===== src/rtl/writeback_stage.sv =====
// Writeback stage: one held pipeline register, load alignment/extension,
// fault detection and a retired-instruction counter.
module writeback_stage #(
  parameter logic BIG_ENDIAN = 1'b1
) (
  input  logic        clock,
  input  logic        reset,
  input  logic        in_valid,
  input  logic        in_write_enable,
  input  logic [4:0]  in_write_address,
  input  logic [31:0] in_result,
  input  logic        in_memory_read,
  input  logic [2:0]  in_load_type,
  input  logic [31:0] in_memory_data,
  input  logic        stall,
  input  logic        flush,
  output logic        write_enable,
  output logic [4:0]  write_address,
  output logic [31:0] write_data,
  output logic        fault,
  output logic [31:0] retire_count
);

  typedef struct packed {
    logic        valid;
    logic        write_enable;
    logic [4:0]  write_address;
    logic [31:0] result;
    logic        memory_read;
    logic [2:0]  load_type;
    logic [31:0] memory_data;
  } wb_t;

  localparam logic [2:0] LT_LB  = 3'b000;
  localparam logic [2:0] LT_LBU = 3'b001;
  localparam logic [2:0] LT_LH  = 3'b010;
  localparam logic [2:0] LT_LHU = 3'b011;
  localparam logic [2:0] LT_LW  = 3'b100;

  wb_t         held;
  wb_t         incoming;
  logic [1:0]  offset;
  logic [7:0]  byte_sel;
  logic [15:0] half_sel;
  logic [31:0] load_data;
  logic        load_bad;
  logic        is_rsv;

  assign incoming = '{
    valid:         in_valid,
    write_enable:  in_write_enable,
    write_address: in_write_address,
    result:        in_result,
    memory_read:   in_memory_read,
    load_type:     in_load_type,
    memory_data:   in_memory_data
  };

  always_ff @(posedge clock) begin
    if (!reset) begin
      held         <= '0;
      retire_count <= '0;
    end else begin
      if (flush)       held <= '0;
      else if (!stall) held <= incoming;
      if (held.valid && !stall)
        retire_count <= retire_count + 32'd1;
    end
  end

  assign offset = held.result[1:0];
  assign is_rsv = held.load_type[2] & (|held.load_type[1:0]);

  always_comb begin
    byte_sel = '0;
    half_sel = '0;
    if (BIG_ENDIAN) begin
      unique case (offset)
        2'd0: byte_sel = held.memory_data[31:24];
        2'd1: byte_sel = held.memory_data[23:16];
        2'd2: byte_sel = held.memory_data[15:8];
        2'd3: byte_sel = held.memory_data[7:0];
      endcase
      half_sel = offset[1] ? held.memory_data[15:0]
                           : held.memory_data[31:16];
    end else begin
      unique case (offset)
        2'd0: byte_sel = held.memory_data[7:0];
        2'd1: byte_sel = held.memory_data[15:8];
        2'd2: byte_sel = held.memory_data[23:16];
        2'd3: byte_sel = held.memory_data[31:24];
      endcase
      half_sel = offset[1] ? held.memory_data[31:16]
                           : held.memory_data[15:0];
    end
  end

  always_comb begin
    load_data = '0;
    load_bad  = 1'b0;
    unique case (1'b1)
      (held.load_type == LT_LB):
        load_data = {{24{byte_sel[7]}}, byte_sel};
      (held.load_type == LT_LBU):
        load_data = {24'd0, byte_sel};
      (held.load_type == LT_LH): begin
        load_data = {{16{half_sel[15]}}, half_sel};
        load_bad  = offset[0];
      end
      (held.load_type == LT_LHU): begin
        load_data = {16'd0, half_sel};
        load_bad  = offset[0];
      end
      (held.load_type == LT_LW): begin
        load_data = held.memory_data;
        load_bad  = |offset;
      end
      is_rsv:
        load_bad = 1'b1;
    endcase
  end

  assign fault = held.valid & held.memory_read & load_bad;

  assign write_enable = held.valid & held.write_enable
                      & (|held.write_address)
                      & ~fault & ~stall;

  assign write_address = held.write_address;

  assign write_data = !write_enable   ? 32'd0
                    : held.memory_read ? load_data
                    :                    held.result;

endmodule


===== config.mk =====
export PLATFORM = sky130hd
export DESIGN_NAME = writeback_stage
export DESIGN_NICKNAME = d
export VERILOG_FILES = /design/src/rtl/writeback_stage.sv
export SDC_FILE = /design/constraint.sdc
export NUM_CORES = 1
export LEC_CHECK = 0
export ABC_AREA = 1
export CAP_MARGIN = 5
export CORE_MARGIN = 4
export CORE_UTILIZATION = 54
export DETAILED_ROUTE_END_ITERATION = 16
export PLACE_DENSITY = 0.87
export SYNTH_ARGS = -nofsm -noshare
export SYNTH_HDL_FRONTEND = slang
export SYNTH_SLANG_ARGS = --single-unit

===== constraint.sdc =====
create_clock -name clock -period 4.1 [get_ports clock]
set_clock_uncertainty 0.2 [all_clocks]
set_input_delay 0.82 -clock clock [delete_from_list [all_inputs] [get_ports clock]]
set_output_delay 0.82 -clock clock [all_outputs]
set_load 0.05 [all_outputs]

==> results of run 1 <==
-- area by class of cell --
class	instances	area, µm²	area share (%)
multi-input cells	681	3270	41.3
flip-flops and latches	107	2140	27.0
repair buffers	157	1880	23.7
inverters	55	219	2.76
well taps	136	170	2.15
clock buffers	10	128	1.61
clock inverters	6	111	1.41
-- placed cells by master, fill, tap and decap left out, types with 3 or more instances in the layout --
cell / n
inv_1: 47
nand3_1: 54
nand2_1: 334
nor2_4: 6
a21oi_1: 77
o21ai_0: 21
bufinv_16: 3
or2_0: 3
buf_4: 8
buf_12: 33
or2_2: 8
clkbuf_8: 9
nor3_1: 3
clkdlybuf4s50_1: 115
nor2_2: 3
nor2_1: 83
nand2_2: 5
inv_2: 6
xor2_1: 5
nand3_2: 4
nand4_1: 5
a21oi_2: 30
dfxtp_1: 107
a211oi_1: 20
-- path summary, 6_finish.rpt --
kind / from / end / slack [ns] / depth (start not counted)
max: held[36] / write_data[31] / 0.48 / 8
min: held[64] / held[64] / 0.26 / 2
max reg2reg: retire_count[0] / retire_count[20] / 2.16 / 9
min reg2reg: held[64] / held[64] / 0.26 / 2
-- routing by layer --
layer | GRT usage (%) | share of wire [%] | vias to the layer above
met1 | 34.8 | 40 | 2844
met3 | 7.97 | 8.2 | 35
met2 | 45.7 | 49 | 241
met4 | 8.33 | 2.7 | 0
li1 | - | - | 3097
met5 | 0 | 0 | -
-- cell families (layout without fill, tap and decap cells) --
kind of cell | Yosys count | after routing
compound gates | 157 | 157
simple gates | 517 | 517
flops | 107 | 107
buf+inv | 110 | 228
xor+xnor | 6 | 6
fa+ha+maj | 1 | 1
-- flip-flops by register name, summed over array words and instances, names as in the netlist --
name           cells
retire_count      32
held              70
write_address      5
-- critical path, cell delays in order (launching register included) --
cell and delay, ns:
dfxtp_1 0.61, inv_2 0.18, a21oi_1 0.18, nand3_1 0.11, inv_2 0.09, nor2_4 0.04, inv_2 0.61, a21oi_1 0.17
buf_12 0.21
-- power breakdown --
part           internal, mW  switching [mW]
Clock                 0.407           0.378
Combinational         0.123           0.150
Sequential             1.06          0.0197
Total                  1.59           0.548
-- stage by stage --
| stage | hold WS [ns] | cells | total power [mW] | setup WS (ns) | cell area [µm²] |
|---|---|---|---|---|---|
| floorplan | 0.236 | 898 | 1.26 | 0.581 | 5930 |
| CTS | 0.263 | 1152 | 2.15 | 0.492 | 7920 |
| global placement | 0.243 | 1136 | 1.37 | 0.720 | 7680 |
| global route | 0.277 | 1152 | 2.22 | 0.250 | 7920 |
| finish | 0.261 | 1152 | 2.14 | 0.480 | 7920 |
| detailed placement | 0.248 | 1136 | 1.38 | 0.685 | 7680 |
==> results.ini, run 1 <==
[logic_synthesis]
yosys.area_share.simple_pct=37.7
yosys_warnings=0
synthAdderAreaFrac_pct=0.211
yosys.area.top_type=dfxtp_1
synth_seq_area_share_pct=36.1
async_flop_share_pct=0
synth_top_family_by_area=simple AND/OR/NAND/NOR gates
synth.area.mux_share_pct=0
avgSynthCellArea_um2=6.60
netlist_top_cells_count=334 x nand2_1, 107 x dfxtp_1, 83 x nor2_1
synth_top_area_share_pct=36.1
synth_flop_cell=dfxtp_1
yosys_register_bits=107
synth_edf_count=0
syn-num-nets=978
synth_compound_area_share_pct=16.4
synth.most_common_cell=nand2_1
synth_area_leaders=dfxtp_1 36%, nand2_1 21%, a21oi_1 6.5%
synth_cell_types=43
synth_xor_area_share_pct=0.887
netlist_area_um2=5930
netlist_instances=898

[layout]
diodes=0
fill_cells=809
area_growth_pct=33.7
utilization_pct=75.4
drive_gt1_share_pct=12.6
nets=1091

[worst_hold_path]
hold_path_class=reg -> reg

[global_routing]
grt_remaining_overflow=0
antenna_found_initial=0
grt_max_degree=96
track_usage_pct=27.6
grt_pass1_wl_um=28900
grt_pass1_vias=5922

[timing]
layout_min_cycle_time_ns=3.62
slew-limit-headroom_pct=30.6
post-route-period-util_pct=88.3
setup_viol=0
slew_viol_final=0
tightest_slew_ns=1.04
finalHoldViolCount=0
fmax_ghz=0.276
final.setup.tns_ns=0
rsz0062_at_grt=false

[detailed_routing]
drt_pass1_iterations=5
via_per_inst=5.40
route.detailed.drc=0
drtAntennaViolNets=0
wl_um=17400
routedWlPerCell_um=15.1
drt_iter0_drc=564
vias=6217

[die]
start_util_pct=56.4
die_h_um=113
die_w_um=113
pin_count=150
design.core.area_um2=10500
die-area_um2=12700
rows=37

[outcome]
outcome=completed

[clock_tree]
root_buffer=clkbuf_8
cts-buffers-inserted=9
clockBufferDepth=2
htreeDepth=3
insertion_delay_ns=0.40
cts_post_setup_buffers_inserted=0
cts_tree=yes
cts_resized=0
clk_pin_slew_ns=0.10
cts_hold_buffers=0
cts_sinks=107

[power]
vdd_drop_max_uv=301
power.density_nw_per_um2=270
p_leak_nw=2.88

[placement]
dp_hpwl_um=12500
port_buffers=149
gp_congestion=0.913

[flow_run]
drv_cap=0

[setup_path]
worstPathMaxFanout=31
critPathRequiredTime_ns=3.08
start_kind=flip-flop
crit_type=reg -> out
arrival_ns=2.60
endpoint_kind=output pin

No activity file was read; power rests on OpenSTA's default activity.
==> run 2, diff against run 1 <==
--- a/config.mk
+++ b/config.mk
@@ -9,6 +9,7 @@
 export CAP_MARGIN = 5
 export CORE_MARGIN = 4
 export CORE_UTILIZATION = 54
+export CTS_CLUSTER_DIAMETER = 100
 export DETAILED_ROUTE_END_ITERATION = 16
 export PLACE_DENSITY = 0.87
 export SYNTH_ARGS = -nofsm -noshare
==> results of run 2 <==
No change in the layout: final DEF, timing and power equal those of run 1.
==> patch 1, RTL diff (flow settings as in run 2) <==
Make the reset (`reset`) asynchronous in one clocked block.
--- a/src/rtl/writeback_stage.sv
+++ b/src/rtl/writeback_stage.sv
@@ -58,3 +58,3 @@
 
-  always_ff @(posedge clock) begin
+  always_ff @(posedge clock or negedge reset) begin
     if (!reset) begin
Behaviour: differs if reset is asserted again (counterexample within 4 cycles, from zero or initial values and one cycle with reset low); with reset held inactive, the same outputs for 4 cycles.
==> patch 1 against run 2 <==
Via count is 4.7% higher. Design area is 2.6% higher. Power increased by 16%. Global-route usage decreased by 0.44 points. Setup slack worse by 98 ps. Synthesized area is 9.5% higher. Sequential cell count did not move. Routed wire length rose by 9.2%. Combinational power is 86% higher. Critical endpoint is now write_data[0]. Largest cell class unchanged. Largest power group unchanged.
==> patch 1: results <==
group,metric,value,unit
logic_synthesis,synth_nets,1001,
worst_setup_path,startpoint,"stall",
placed_design,gp_congestion,0.947,
logic_synthesis,ys_top_cells_by_count,"343 x nand2_1, 110 x nand3_1, 107 x dfrtp_1",
grt,grt_usage,27.1,%
grt,met3_usage,6.63,%
route,wirelength,19000,um
logic_synthesis,synth.area.top_cells,"dfrtp_1 41%, nand2_1 20%, nand3_1 8.5%, nor2_1 4.5%, a21oi_2 4.0%",
sta,relSlewSlack,27.3,%
route,viasPerCell,5.51,
power_and_ir_drop,leakagePower,3.63,nW
logic_synthesis,async_reset_ff_share,100,%
worst_setup_path,cp_slowest_cell,"clkdlybuf4s50_1",
worst_setup_path,timing.rr.start,"held[35]$_DFFE_PN0P_",
worst_setup_path,reg2reg_depth,2,
clock_tree,root_buffer,"clkbuf_16",
logic_synthesis,synth_flop_cell,"dfrtp_1",
route,wl_met3,1620,um
route,met2_length,9010,um
worst_setup_path,worstPathArrival,2700,ps
power_and_ir_drop,peakVddDrop,0.000232,V
worst_setup_path,r2r_setup_slack,2190,ps
grt,grt_pass1_wl,30800,um
logic_synthesis,synth_seq_area_share,41.2,%
logic_synthesis,synth_xor_area_share,2.43,%
worst_hold_path,hp-class,"in -> async",
logic_synthesis,synth_cell_types,32,
grt,grt_util_met2,44.1,%
route,drt-met1-wl,7690,um
route,firstDrtPassIters,6,
logic_synthesis,synth_compound_area_share,9.77,%
grt,grt_use_met1,35.3,%
outcome,status,"finished clean",
sta,period_minus_slack,3720,ps
==> patch 1: cell types whose count changed after synthesis, moves of 7 or more <==
cell,change
nand3_1,+56
o21ai_1,+34
dfxtp_1,-107
a21oi_1,-51
dfrtp_1,+107
nand2_1,+9
or2_2,-7
xnor2_1,+8
o21ai_0,-14
a211oi_1,-20
nand3b_1,+8
buf_1,+8
==> patch 1: where the power goes <==
part	switching [mW]	internal, mW	total [mW]
sequential	0.0585	1.11	1.17
clock	0.391	0.410	0.800
combinational	0.324	0.185	0.509
total	0.773	1.71	2.48
==> patch 1: area by class of cell <==
class                      instances  area share, %
clock buffer                      11           2.86
sequential                       107           33.0
clock inverter                     4          0.354
multi-input combinational        692           40.2
inverter                          68           3.20
tap                              143           2.20
timing repair buffer             157           18.2
==> patch 1: per-stage QoR <==
stage               std cells  utilization [%]
global placement         1167             67.7
finish                   1182             70.0
detailed placement       1167             67.7
global route             1182             70.0
floorplan                 921                -
CTS                      1182             70.0
==> patch 2, RTL diff (settings of run 2) <==
Without the edit above. `BIG_ENDIAN`: 1'b1 -> 1'b0.
--- a/src/rtl/writeback_stage.sv
+++ b/src/rtl/writeback_stage.sv
@@ -3,3 +3,3 @@
 module writeback_stage #(
-  parameter logic BIG_ENDIAN = 1'b1
+  parameter logic BIG_ENDIAN = 1'b0
 ) (
Function: changed (Yosys sat finds a counterexample within 4 cycles, from zero or initial values and one cycle with reset low).
==> patch 2 against run 2 <==
Power decreased by 4.4%. Count of clock-buffer cells in the layout shrank 1. Combinational power decreased by 5%. Synthesized area down 2.5%. Routed wire length increased by 5.0%. Fmax is 5.7% higher. Sequential share of layout area increased by 0.45 points. Clock power is 10% lower. First-iteration DRC count decreased by 9.2%. Utilization is 0.23 points lower. Worst hold slack better by 9.4 ps. Design area is 1.6% lower. Sequential cell count stayed put. Setup slack improved by 200 ps. Critical endpoint is now write_data[25].
==> patch 2: results <==
group,metric,value,unit
clock_tree,clock_latency,380,ps
power_and_ir_drop,leakagePower,2.71,nW
worst_setup_path,startpoint,"stall",
route,wirelength,18200,um
layout,multi_input_area,3160,um2
grt,grt_max_degree,91,
grt,met3_usage,5.05,%
logic_synthesis,synth_nets,955,
placed_design,gp_congestion,0.973,
outcome,status,"finished clean",
logic_synthesis,synth.area.top_cells,"dfxtp_1 37%, nand2_1 21%, a21oi_1 6.7%, nor2_1 5.4%, a21oi_2 4.5%",
layout,finalNonFillerCells,1138,
worst_hold_path,min-delay-start,"held[49]$_SDFFE_PP0N_",
logic_synthesis,ys_top_cells_by_count,"325 x nand2_1, 107 x dfxtp_1, 83 x nor2_1",
logic_synthesis,syn_inst,875,
layout,drive_gt1_share,13.8,%
grt,grt_pass1_vias,5993,
route,wl_met3,1220,um
route,firstDrtPassIters,6,
route,viasPerCell,5.47,
placed_design,dp_slack,702,ps
grt,grt_usage,29.0,%
logic_synthesis,synth_cell_types,42,
grt,grt_pass1_wl,29800,um
worst_setup_path,timing.rr.start,"retire_count[1]$_SDFFE_PN0P_",
placed_design,place_area,7580,um2
grt,grt_use_met1,36.2,%
route,drt-met1-wl,7330,um
logic_synthesis,synth_seq_area_share,37.1,%
power_and_ir_drop,peakVddDrop,0.000149,V
route,met2_length,8960,um
sta,worst_slew_pin_slew,903,ps
worst_setup_path,worstPathArrival,2400,ps
==> patch 2: cell count changes in the layout (fill, tap and decap cells not counted), moves of 4 or more <==
cell and change:
a211oi_1 -4, buf_4 +4, inv_1 -5, nand2_1 -9, nand2_2 +8, nand3_1 -22, nor2_2 +6, nor3_1 +8
o211ai_1 +11, o21ai_0 -6, o21ai_1 +6, or2_2 -7, xor2_1 -4
==> patch 2: logic make-up (layout without fill, tap and decap cells) <==
kind of cell,after synthesis,count (layout),synth area share [%]
DFF,107,107,37.1
xor gates and xnor gates,3,3,0.455
buffers and inverters,103,230,8.25
and+or+nand+nor,494,494,36.0
adders and majority gates,1,1,0.217
AOI/OAI and AO/OA,167,167,18.0
==> patch 2: critical path: stages <==
cell and delay (ps):
buf_2 140, inv_4 50, nand2_4 140, clkinv_2 170, nand3_1 120, inv_1 70
nand2_2 150, buf_4 440, a21oi_2 100, buf_12 170
==> patch 2: cell type report <==
| class | count | area share [%] |
|---|---|---|
| clock buffer | 9 | 1.59 |
| clock inverter | 7 | 1.19 |
| timing repair buffer | 160 | 24.3 |
| tap | 136 | 2.18 |
| inverter | 54 | 2.68 |
| sequential | 107 | 27.5 |
| multi-input combinational | 665 | 40.5 |
==> patch 2: final timing paths <==
kind                                         to  slack [ps]  cells after the start
setup reg to reg  retire_count[24]$_SDFFE_PN0P_        2040                      8
setup / recovery                 write_data[25]         680                     10
hold / removal            held[49]$_SDFFE_PP0N_         270                      2
hold reg to reg           held[49]$_SDFFE_PP0N_         270                      2
==> patch 2: power by group <==
part	internal, mW	leakage [nW]	switching (mW)
clock network	0.300	0.109	0.404
registers	1.06	0.869	0.0204
logic	0.115	1.73	0.145
total	1.48	2.71	0.569
